**src/rtl/wb_queue.sv**
```systemverilog
// Write-back queue: FIFO of {rd, data, mode} between execute/memory and the regfile write port.
// Optional forwarding port enabled by defining WB_BYPASS_EN.
`ifndef WIDTH
`define WIDTH 32
`endif
`ifndef REG_ADDR_LEN
`define REG_ADDR_LEN 5
`endif

module wb_queue #(
  parameter int DEPTH = 4  // power of 2, 2..16
) (
  input  logic                     clk,
  input  logic                     rst_n,
  input  logic                     alu_valid,
  output logic                     alu_ready,
  input  logic [`REG_ADDR_LEN-1:0] alu_rd,
  input  logic [`WIDTH-1:0]        alu_data,
  input  logic                     mem_valid,
  output logic                     mem_ready,
  input  logic [`REG_ADDR_LEN-1:0] mem_rd,
  input  logic [`WIDTH-1:0]        mem_data,
  input  logic [1:0]               mem_mode,
  input  logic                     wb_hold,
  output logic [`REG_ADDR_LEN-1:0] rc,
  output logic [`WIDTH-1:0]        dataC,
  output logic                     w_en,
  output logic [1:0]               w_mode,
  output logic [4:0]               count,
  output logic                     full,
  output logic                     empty
`ifdef WB_BYPASS_EN
  ,
  input  logic [`REG_ADDR_LEN-1:0] byp_addr,
  output logic                     byp_hit,
  output logic [`WIDTH-1:0]        byp_data
`endif
);

  localparam int PTR_W = $clog2(DEPTH);

  logic [`REG_ADDR_LEN-1:0] entry_rd   [DEPTH];
  logic [`WIDTH-1:0]        entry_data [DEPTH];
  logic [1:0]               entry_mode [DEPTH];

  logic [PTR_W-1:0] wr_ptr_reg;
  logic [PTR_W-1:0] rd_ptr_reg;
  logic [4:0]       count_reg;

  logic                     mem_xfer;
  logic                     alu_xfer;
  logic                     push;
  logic                     pop;
  logic [`REG_ADDR_LEN-1:0] push_rd;
  logic [`WIDTH-1:0]        push_data;
  logic [1:0]               push_mode;

  assign count = count_reg;
  assign full  = (count_reg == 5'(DEPTH));
  assign empty = (count_reg == 5'd0);

  // Ready depends only on registered occupancy, never on this cycle's pop.
  assign mem_ready = !full;
  assign alu_ready = !full && !mem_valid;

  assign mem_xfer = mem_valid && mem_ready;
  assign alu_xfer = alu_valid && alu_ready;

  always_comb begin
    push_rd   = alu_rd;
    push_data = alu_data;
    push_mode = 2'd0;
    if (mem_xfer) begin
      push_rd   = mem_rd;
      push_data = mem_data;
      push_mode = (mem_mode == 2'd3) ? 2'd0 : mem_mode;
    end
  end

  // Writes to r0 are accepted from the source but dropped here.
  assign push = (mem_xfer || alu_xfer) && (push_rd != '0);
  assign pop  = !empty && !wb_hold;

  always_ff @(posedge clk) begin
    if (push) begin
      entry_rd[wr_ptr_reg]   <= push_rd;
      entry_data[wr_ptr_reg] <= push_data;
      entry_mode[wr_ptr_reg] <= push_mode;
    end
  end

  always_ff @(posedge clk or negedge rst_n) begin
    if (!rst_n) begin
      wr_ptr_reg <= '0;
      rd_ptr_reg <= '0;
      count_reg  <= '0;
    end else begin
      if (push)
        wr_ptr_reg <= wr_ptr_reg + 1'b1;
      if (pop)
        rd_ptr_reg <= rd_ptr_reg + 1'b1;
      if (push && !pop)
        count_reg <= count_reg + 5'd1;
      else if (pop && !push)
        count_reg <= count_reg - 5'd1;
    end
  end

  always_ff @(posedge clk or negedge rst_n) begin
    if (!rst_n) begin
      w_en   <= 1'b0;
      rc     <= '0;
      dataC  <= '0;
      w_mode <= 2'd0;
    end else begin
      w_en <= pop;
      if (pop) begin
        rc     <= entry_rd[rd_ptr_reg];
        dataC  <= entry_data[rd_ptr_reg];
        w_mode <= entry_mode[rd_ptr_reg];
      end
    end
  end

`ifdef WB_BYPASS_EN
  // Walk oldest to youngest so the last match (youngest) wins; the output
  // register is only consulted when no queued entry matches.
  always_comb begin
    logic [PTR_W-1:0] idx;
    byp_hit  = 1'b0;
    byp_data = '0;
    idx      = '0;
    for (int k = 0; k < DEPTH; k++) begin
      idx = rd_ptr_reg + PTR_W'(k);
      if ((5'(k) < count_reg) && (entry_rd[idx] == byp_addr)) begin
        byp_hit  = 1'b1;
        byp_data = entry_data[idx];
      end
    end
    if (!byp_hit && w_en && (rc == byp_addr)) begin
      byp_hit  = 1'b1;
      byp_data = dataC;
    end
    if (byp_addr == '0) begin
      byp_hit  = 1'b0;
      byp_data = '0;
    end
  end
`endif

endmodule

```
**config.mk**
```make
export PLATFORM = sky130hd
export DESIGN_NAME = wb_queue
export DESIGN_NICKNAME = d
export VERILOG_FILES = /design/src/rtl/wb_queue.sv
export SDC_FILE = /design/constraint.sdc
export NUM_CORES = 1
export LEC_CHECK = 0
export BUFFER_PORTS_ARGS = -buffer_cell sky130_fd_sc_hd__buf_2
export CAP_MARGIN = 20
export CORE_MARGIN = 3
export CORE_UTILIZATION = 51
export CTS_CLUSTER_DIAMETER = 200
export DETAILED_ROUTE_END_ITERATION = 6
export GPL_ROUTABILITY_DRIVEN = 1
export PLACE_DENSITY = 0.84
export SYNTH_ARGS = -nofsm -noshare
export SYNTH_HDL_FRONTEND = slang
export SYNTH_SLANG_ARGS = --single-unit
```
**constraint.sdc**
```tcl
create_clock -name clk -period 3.2 [get_ports clk]
set_input_delay 0 -clock clk [delete_from_list [all_inputs] [get_ports clk]]
set_output_delay 0 -clock clk [all_outputs]
set_load 0.02 [all_outputs]
```
== Yosys cells after proc, flatten, opt, wreduce, memory -nomap -nowiden ==
Memories as Yosys holds them, arrays and structs flattened. A register that Yosys moved wholly into a read port is not among the register bits.
Cells that the tools add are included.

* Word-level logic and storage cells: 41
* Register bits: 10
* Input bits: 81
* Bits in writable memories: 156
* Output and inout port bits: 49
* Memories kept: 3

{| class="wikitable"
|+ Memories
! memory !! depth !! bits a word !! read ports !! clocked after memory_dff !! write ports !! line !! source
|-
| entry_data || 4 || 32 || 1 || 1 || 1 || 43 || <nowiki>logic [`WIDTH-1:0] entry_data [DEPTH];</nowiki>
|-
| entry_rd || 4 || 5 || 1 || 1 || 1 || 42 || <nowiki>logic [`REG_ADDR_LEN-1:0] entry_rd [DEPTH];</nowiki>
|-
| entry_mode || 4 || 2 || 1 || 1 || 1 || 44 || <nowiki>logic [1:0] entry_mode [DEPTH];</nowiki>
|}

* Eq/ne operators: 2
* Add/sub/neg operators: 4
* Mux-type cells: 8
* Reductions and logical operators: 20

{| class="wikitable"
|+ Operators by type and width
! operator !! number
|-
| $mux W32 || 1
|-
| $mux W5 || 3
|-
| $logic_not A1 Y1 || 9
|-
| $logic_and A1 B1 Y1 || 7
|-
| $add A5 B1 Y5 const B || 1
|-
| $eq A5 B3 Y1 const B || 1
|-
| $logic_not A5 Y1 || 1
|-
| $reduce_bool A5 Y1 || 1
|-
| $sub A5 B1 Y5 const B || 1
|-
| $add A2 B1 Y2 const B || 2
|-
| $mux W2 || 2
|-
| $eq A2 B2 Y1 const B || 1
|-
| $mux W1 || 2
|-
| $reduce_bool A2 Y1 || 1
|-
| $logic_or A1 B1 Y1 || 1
|}

== Longest topological paths before layout ==
Gate-level depths: netlist of run 1.

* Depth after elaboration: 10
* Gate-level depth with buffers: 11
* Gate-level depth less buffers: 11

== Worst setup path before layout of run 1 ==
OpenSTA, ideal clock, no wires.

* Path kind: register to register
* Start: register count_reg[0] (netlist: count[0])
* End: memory entry_data[0][0] (netlist bit) (enable)
* Path buffers: 0
* Slack: -0.048 ns
* Arrival time: 2.813 ns
* Required time: 2.764 ns
* Library setup time: 0.436 ns
* Cell stages (with the launch flop): 5
* Clock period less this slack: 3.248 ns
* Cells stage by stage: dfrtp_1 -> nor4_4 -> nand2_2 -> o2111ai_1 -> nor2_1

* Longest elaborated chain between the ends: 8
* Elaborated cells on any way between the ends: 11
* Classes of those cells: eq/ne: 1; mux: 3; reduce/logical: 7

{| class="wikitable"
|+ RTL lines
! element !! line !! source
|-
| start: declaration || 48 || <nowiki>logic [4:0] count_reg;</nowiki>
|-
| start signal: assignment || 103 || <nowiki>count_reg <= count_reg + 5'd1;</nowiki>
|-
| start signal: assignment || 105 || <nowiki>count_reg <= count_reg - 5'd1;</nowiki>
|-
| $eq A5 B3 Y1 * || 59 || <nowiki>assign full = (count_reg == 5'(DEPTH));</nowiki>
|-
| $logic_not A1 Y1 * || 63 || <nowiki>assign mem_ready = !full;</nowiki>
|-
| net mem_ready || 20 || <nowiki>output logic mem_ready,</nowiki>
|-
| $logic_and A1 B1 Y1, on equally long branches || 66, 64 ||
|-
| $mux W5 / $logic_and A1 B1 Y1 (equally long branches) || 73, 67 ||
|-
| $reduce_bool A5 Y1 / $logic_or A1 B1 Y1 (equally long branches) || 81 || <nowiki>assign push = (mem_xfer || alu_xfer) && (push_rd != '0);</nowiki>
|-
| $logic_and A1 B1 Y1 * || 81 ||
|-
| $mux W1 * || 85 || <nowiki>if (push) begin</nowiki>
|-
| $mux W1 (not written as such) * || 87 || <nowiki>entry_data[wr_ptr_reg] <= push_data;</nowiki>
|-
| end: declaration || 43 ||
|}

The timed path passes the listed nets; every way through them passes the cells marked *.

== Worst setup path in the final report of run 1 ==
* Start: register count_reg[1] (netlist: count[1])
* End: register count_reg[4] (netlist: count[4])

* Longest elaborated chain between the ends: 9
* Elaborated cells on any way between the ends: 21
* Classes of those cells: add/sub: 2; eq/ne: 1; mux: 3; reduce/logical: 15

{| class="wikitable"
|+ RTL lines
! element !! line !! source
|-
| $eq A5 B3 Y1 * || 59 ||
|-
| $logic_not A1 Y1 * || 63, 64 ||
|-
| $logic_and A1 B1 Y1, on equally long branches || 66, 64 ||
|-
| $mux W5 / $logic_and A1 B1 Y1 (equally long branches) || 73, 67 ||
|-
| $reduce_bool A5 Y1 / $logic_or A1 B1 Y1 (equally long branches) || 81 ||
|-
| $logic_and A1 B1 Y1 * || 81 ||
|-
| net push || 52 || <nowiki>logic push;</nowiki>
|-
| $logic_not A1 Y1 || 104 || <nowiki>else if (pop && !push)</nowiki>
|-
| $logic_and A1 B1 Y1 || 104 ||
|-
| $reduce_bool A2 Y1 (no line) || -- ||
|}

The timed path passes the listed nets; every way through them passes the cells marked *. The select of a mux whose other input is x is not followed.
A chain may end at the register's enable or synchronous reset.

==> impl_metrics.json, run 1 <==
{
  "leakage_nw": 4.057,
  "vdd_ir_drop_max_mv": 0.5681,
  "largest_register_ffs": 128,
  "port_buffers": 129,
  "area_growth_pct": 29.08,
  "vias_per_cell": 5.369,
  "critPathBufInv": 2,
  "synthCells": 405,
  "largest_registers": "entry_data: 128 flops, dataC: 32 flops, entry_rd: 20 flops",
  "grt_usage": 0.1993,
  "path_delay_family": "simple AND/OR/NAND/NOR gates",
  "routabilityCongestion": 0.8388,
  "syn_nets": 495,
  "cpPeakStageDelay_ns": 0.46,
  "synth_cell_types": 34,
  "vias": 4569,
  "cp-end-kind": "flop",
  "drt-total-wl_um": 17280,
  "grt_first_pass_wirelength_um": 27570,
  "grt_pass1_vias": 5037,
  "synth_area_um2": 8240,
  "yosysTopAreaCellShare": 0.5685,
  "cts.sinks": 205,
  "drive_gt1_frac": 0.4625,
  "worst_pin_slew_ns": 0.8377,
  "yosysTopAreaCell": "edfxtp_1",
  "grt_overflow": 0,
  "crit_required_ns": 3.55,
  "io_pins": 130,
  "die_w_um": 133.1,
  "fin_crit_sh": 0.8925,
  "clkTransAtPathRegs_ns": 0.06,
  "yosysSeqAreaShare": 0.7173,
  "drv_cap": 0,
  "cts_tree": "done",
  "ys_warn_count": 0,
  "max_freq_mhz": 350.2,
  "start_util": 0.5322,
  "cts_buffers": 21,
  "setup_slack_ns": 0.3441,
  "mostFrequentLayoutCells": "edfxtp_1 (156), buf_2 (129), dlygate4sd3_1 (78)",
  "synth-seq-cells": 205,
  "power.density_nw_per_um2": 937.2,
  "finalClockSkew_ns": 0.01293,
  "grt_antenna_before_repair": 0,
  "hpwl_um": 9847,
  "row_count": 45,
  "crit_arrival_ns": 3.20,
  "cts.path.max_buffers": 3,
  "die_area_um2": 17720,
  "cp_slowest_cell": "dfrtp_1",
  "clock_latency_ns": 0.49,
  "start_kind": "flop",
  "regMostFlops": "entry_data",
  "setup_viol": 0,
  "dr.pass1.iters": 4,
  "core_area_um2": 15480,
  "worstSetupPathType": "reg2reg",
  "final_nets": 715,
  "antenna_cells": 0,
  "dp_slack_ns": 0.4041,
  "crit_chain": "nor4_4 > nand2_2 > o2111ai_1 > inv_1 > ha_1 > inv_1 > ha_1 > nor2b_1 > o21a_1 > o2111ai_1 > o311ai_0",
  "wl_per_cell_um": 20.31,
  "postRouteAntennaNets": 0,
  "layout_commonest_cell": "edfxtp_1",
  "ctsHtreeMaxLevel": 1,
  "grt_start_max_net_pins": 43,
  "root_buffer": "clkbuf_16",
  "slew_headroom": 0.4415,
  "drt_iter0_markers": 257,
  "rsz0062_at_grt": "no",
  "synth.area.top_cells": "edfxtp_1 (57%), dfrtp_1 (15%), mux4_2 (11%)",
  "drc_errors": 0,
  "post_cts_resized": 0,
  "hold_viol_final": 0,
  "syn_avg_cell_area_um2": 20.35,
  "hp-class": "in2async",
  "power_w": 0.009969,
  "critPathMaxFanout": 6,
  "drv_slew": 0,
  "period_needed_ns": 2.856,
  "status": "completed",
  "die_y_um": 133.1
}
==> cell families (layout without fill, tap and decap cells) <==
group | Yosys count | in the layout | share of synthesized area
fa+ha+maj | 9 | 9 | 0.01458
compound gates | 12 | 12 | 0.01017
simple gates | 25 | 25 | 0.01822
mux | 116 | 116 | 0.2155
buf+inv | 32 | 267 | 0.01792
xor+xnor | 6 | 6 | 0.006378
flops | 205 | 205 | 0.7173
==> worst reg2reg max path, cell delays in order (launching register included) <==
cell and delay, ns:
dfrtp_1 0.46, nor4_4 0.44, nand2_2 0.13, o2111ai_1 0.15, inv_1 0.07, ha_1 0.28
inv_1 0.16, ha_1 0.30, nor2b_1 0.18, o21a_1 0.20, o2111ai_1 0.19, o311ai_0 0.15
==> final cells by class <==
cell class / count / area (µm²)
timing repair buffer: 215 / 1486
multi-input combinational: 168 / 2220
inverter: 14 / 52.55
clock inverter: 13 / 147.6
fill: 993 / 4847
tap: 211 / 264.0
clock buffer: 25 / 550.5
sequential: 205 / 5916
==> synth_stat cells, drive strengths merged <==
library cell,number
and2,2
o311ai,1
mux4,39
o2111ai,3
nor3,1
buf,13
edfxtp,156
a21oi,2
ha,8
o21a,1
or3,2
nand2,6
inv,14
mux2,77
nor4,3
dfrtp,49
xor2,3
nand3,1
nor2b,1
xnor2,3
and3b,2
o21ai,4
fa,1
nand3b,1
nor2,6
clkbuf,5
a21o,1
==> where the power goes <==
| group | leakage, nW | internal, W | switching [W] |
|---|---|---|---|
| Sequential | 2.02 | 0.00391 | 0.000544 |
| Clock | 0.344 | 0.00148 | 0.000976 |
| Combinational | 1.69 | 0.00148 | 0.00157 |
| Total | 4.06 | 0.00687 | 0.00309 |
==> worst paths after layout <==
path | from | end | slack (ns) | cells past startpoint
max | count[1] | count[4] | 0.34 | 11
min | rst_n | dataC[16] | 0.15 | 2
max reg2reg | count[1] | count[4] | 0.34 | 11
min reg2reg | dataC[30] | dataC[30] | 0.50 | 1
max in group asynchronous | rst_n | dataC[26] | 2.21 | 3
min in group clk | alu_valid | wr_ptr_reg[0] | 0.15 | 4
==> layer usage <==
metal / vias up / GRT usage / wire length [µm]
li1: 2050 / - / -
met1: 2342 / 0.2519 / 6942
met2: 142 / 0.3544 / 9127
met3: 35 / 0.03474 / 772
met4: 0 / 0.06171 / 442
met5: - / 0 / 0
==> what timing repair did <==
item | in CTS | in global routing
setup endpoints to repair | 0 | 0
buffers inserted | 0 | 0
hold buffers | 78 | 0
hold endpoints to repair | 183 | 0
==> stage by stage <==
stage | TNS, ns | cells | utilization | hold WS (ns) | instance area (µm²)
5_1_grt | 0 | 851 | 0.6869 | 0.1557 | 10640
4_1_cts | 0 | 851 | 0.6869 | 0.1352 | 10640
3_3_place_gp | 0 | 735 | 0.5914 | 0.1249 | 9158
3_5_place_dp | 0 | 735 | 0.5914 | 0.1380 | 9158
2_1_floorplan | -7.526 | 405 | - | -0.2956 | 8240
6_report | 0 | 851 | 0.6869 | 0.1462 | 10640
Power figures use the tool's default switching activity.
==> run 2, diff against run 1 <==
--- a/config.mk
+++ b/config.mk
@@ -8,11 +8,12 @@
 export BUFFER_PORTS_ARGS = -buffer_cell sky130_fd_sc_hd__buf_2
 export CAP_MARGIN = 20
 export CORE_MARGIN = 3
-export CORE_UTILIZATION = 51
+export CORE_UTILIZATION = 53
+export CTS_BUF_LIST = sky130_fd_sc_hd__clkbuf_4
 export CTS_CLUSTER_DIAMETER = 200
 export DETAILED_ROUTE_END_ITERATION = 6
 export GPL_ROUTABILITY_DRIVEN = 1
-export PLACE_DENSITY = 0.84
+export PLACE_DENSITY = 0.86
 export SYNTH_ARGS = -nofsm -noshare
 export SYNTH_HDL_FRONTEND = slang
 export SYNTH_SLANG_ARGS = --single-unit
==> impl_metrics.json, run 2 (synthesis results as in run 1) <==
{
  "drive_gt1_frac": 0.4843,
  "crit_arrival_ns": 3.40,
  "largest_registers": "entry_data: 128 flops, dataC: 32 flops, entry_rd: 20 flops",
  "fin_crit_sh": 0.9115,
  "start_kind": "flop",
  "r2r-end": "count[4]",
  "dp_slack_ns": 0.3259,
  "grt_start_max_net_pins": 43,
  "drv_slew": 0,
  "post_cts_resized": 0,
  "wl_met3_um": 889,
  "cts_buffers": 50,
  "io_pins": 130,
  "cts.path.max_buffers": 3,
  "fillers": 905,
  "top_layer_used": "met4",
  "setup_slack_ns": 0.2831,
  "die_y_um": 130.7,
  "power.density_nw_per_um2": 901.9,
  "hpwl_um": 9896,
  "drc_errors": 0,
  "grt_antenna_before_repair": 1,
  "worstSetupPathType": "reg2reg",
  "startpoint": "count[0]",
  "fin_area_um2": 10600,
  "area_growth_pct": 28.62,
  "period_needed_ns": 2.917,
  "final_nets": 750,
  "vdd_ir_drop_max_mv": 0.4553,
  "status": "completed",
  "reg2reg_depth": 11,
  "port_buffers": 129,
  "holdPathEnd": "wr_ptr_reg[0]",
  "worst_pin_slew_ns": 0.8315,
  "grt_pass1_vias": 5135,
  "vias": 4739,
  "r2r_slack_ns": 0.28,
  "place_area_um2": 9149,
  "regMostFlops": "entry_data",
  "grt_first_pass_wirelength_um": 25960,
  "drt-total-wl_um": 16630,
  "grt_usage": 0.2017,
  "grt_overflow": 0,
  "cts.sinks": 205,
  "cp-end-kind": "flop",
  "largest_register_ffs": 128,
  "crit_required_ns": 3.68,
  "ctsHtreeMaxLevel": 2,
  "wl_met1_um": 6732,
  "hold_slack_ns": 0.08771,
  "hold_depth": 4,
  "rr_startpoint": "count[0]",
  "clkTransAtPathRegs_ns": 0.07,
  "start_util": 0.5544,
  "worstHoldStart": "mem_valid",
  "leakage_nw": 4.117,
  "mostFrequentLayoutCells": "edfxtp_1 (156), buf_2 (129), dlygate4sd3_1 (82)",
  "core_area_um2": 14860,
  "drv_cap": 0,
  "finalClockSkew_ns": 0.02202,
  "slew_headroom": 0.4438,
  "vias_per_cell": 5.343,
  "postRouteAntennaNets": 0,
  "fin_tns_setup_ns": 0,
  "dr_wl_met2_um": 8558,
  "cts_tree": "done",
  "routabilityCongestion": 0.8622,
  "clock_latency_ns": 0.63,
  "die_area_um2": 17080,
  "drt_iter0_markers": 209,
  "max_freq_mhz": 342.8,
  "row_count": 44,
  "root_buffer": "clkbuf_4",
  "hp-class": "in2reg",
  "dr.pass1.iters": 4,
  "critPathMaxFanout": 6,
  "setup_viol": 0,
  "wl_per_cell_um": 18.75,
  "hold_viol_final": 0,
  "layout_commonest_cell": "edfxtp_1",
  "rsz0062_at_grt": "no",
  "die_w_um": 130.7,
  "fin_util": 0.7130
}
-- run 2: worst max-delay path: stages (launching register included) --
cell and delay [ns]:
dfrtp_1 0.47, nor4_4 0.41, nand2_2 0.14, o2111ai_1 0.16
inv_1 0.08, ha_1 0.28, inv_1 0.16, ha_1 0.29
nor2b_1 0.17, o21a_1 0.20, o2111ai_1 0.23, o311ai_0 0.18
-- run 2: final cells by class --
class / instances / area, µm² / area share
clock inverters: 22 / 86.33 / 0.008145
clock buffers: 72 / 540.5 / 0.05100
inverters: 14 / 52.55 / 0.004958
repair buffers: 221 / 1554 / 0.1466
diodes: 1 / 2.502 / 0.0002361
well taps: 184 / 230.2 / 0.02172
multi-input cells: 168 / 2220 / 0.2094
flip-flops and latches: 205 / 5913 / 0.5579
-- run 2: power by group --
part           internal [W]  leakage, nW  total, W  switching [W]
Clock               0.00104        0.373   0.00204       0.000992
Sequential          0.00391         2.02   0.00436       0.000446
Combinational       0.00151         1.73   0.00316        0.00165
Total               0.00647         4.12   0.00956        0.00309
-- run 2: worst max-delay path by stage --
stage	end	slack [ns]
2_1_floorplan	entry_data[0][0]	-0.05
3_3_place_gp	count[4]	0.57
3_5_place_dp	count[4]	0.33
4_1_cts	count[4]	0.32
5_1_grt	count[4]	0.10
6_report	count[4]	0.28
-- run 2: repair_timing --
item / in CTS / in global routing
hold buffers: 82 / 0
endpoints found under the hold margin: 208 / 0
setup buffers: 0 / 0
-- run 2: layer usage --
layer / vias up / track usage
li1: 2150 / -
met1: 2400 / 0.2451
met2: 156 / 0.3467
met3: 33 / 0.05081
met4: 0 / 0.08409
met5: - / 0
-- run 2: through the flow --
| step | instances | power [W] |
|---|---|---|
| after floorplan | 405 | 0.006452 |
| after global placement | 710 | 0.007308 |
| after detailed placement | 710 | 0.007483 |
| after CTS | 886 | 0.009648 |
| after global routing | 887 | 0.01011 |
| final | 887 | 0.009560 |
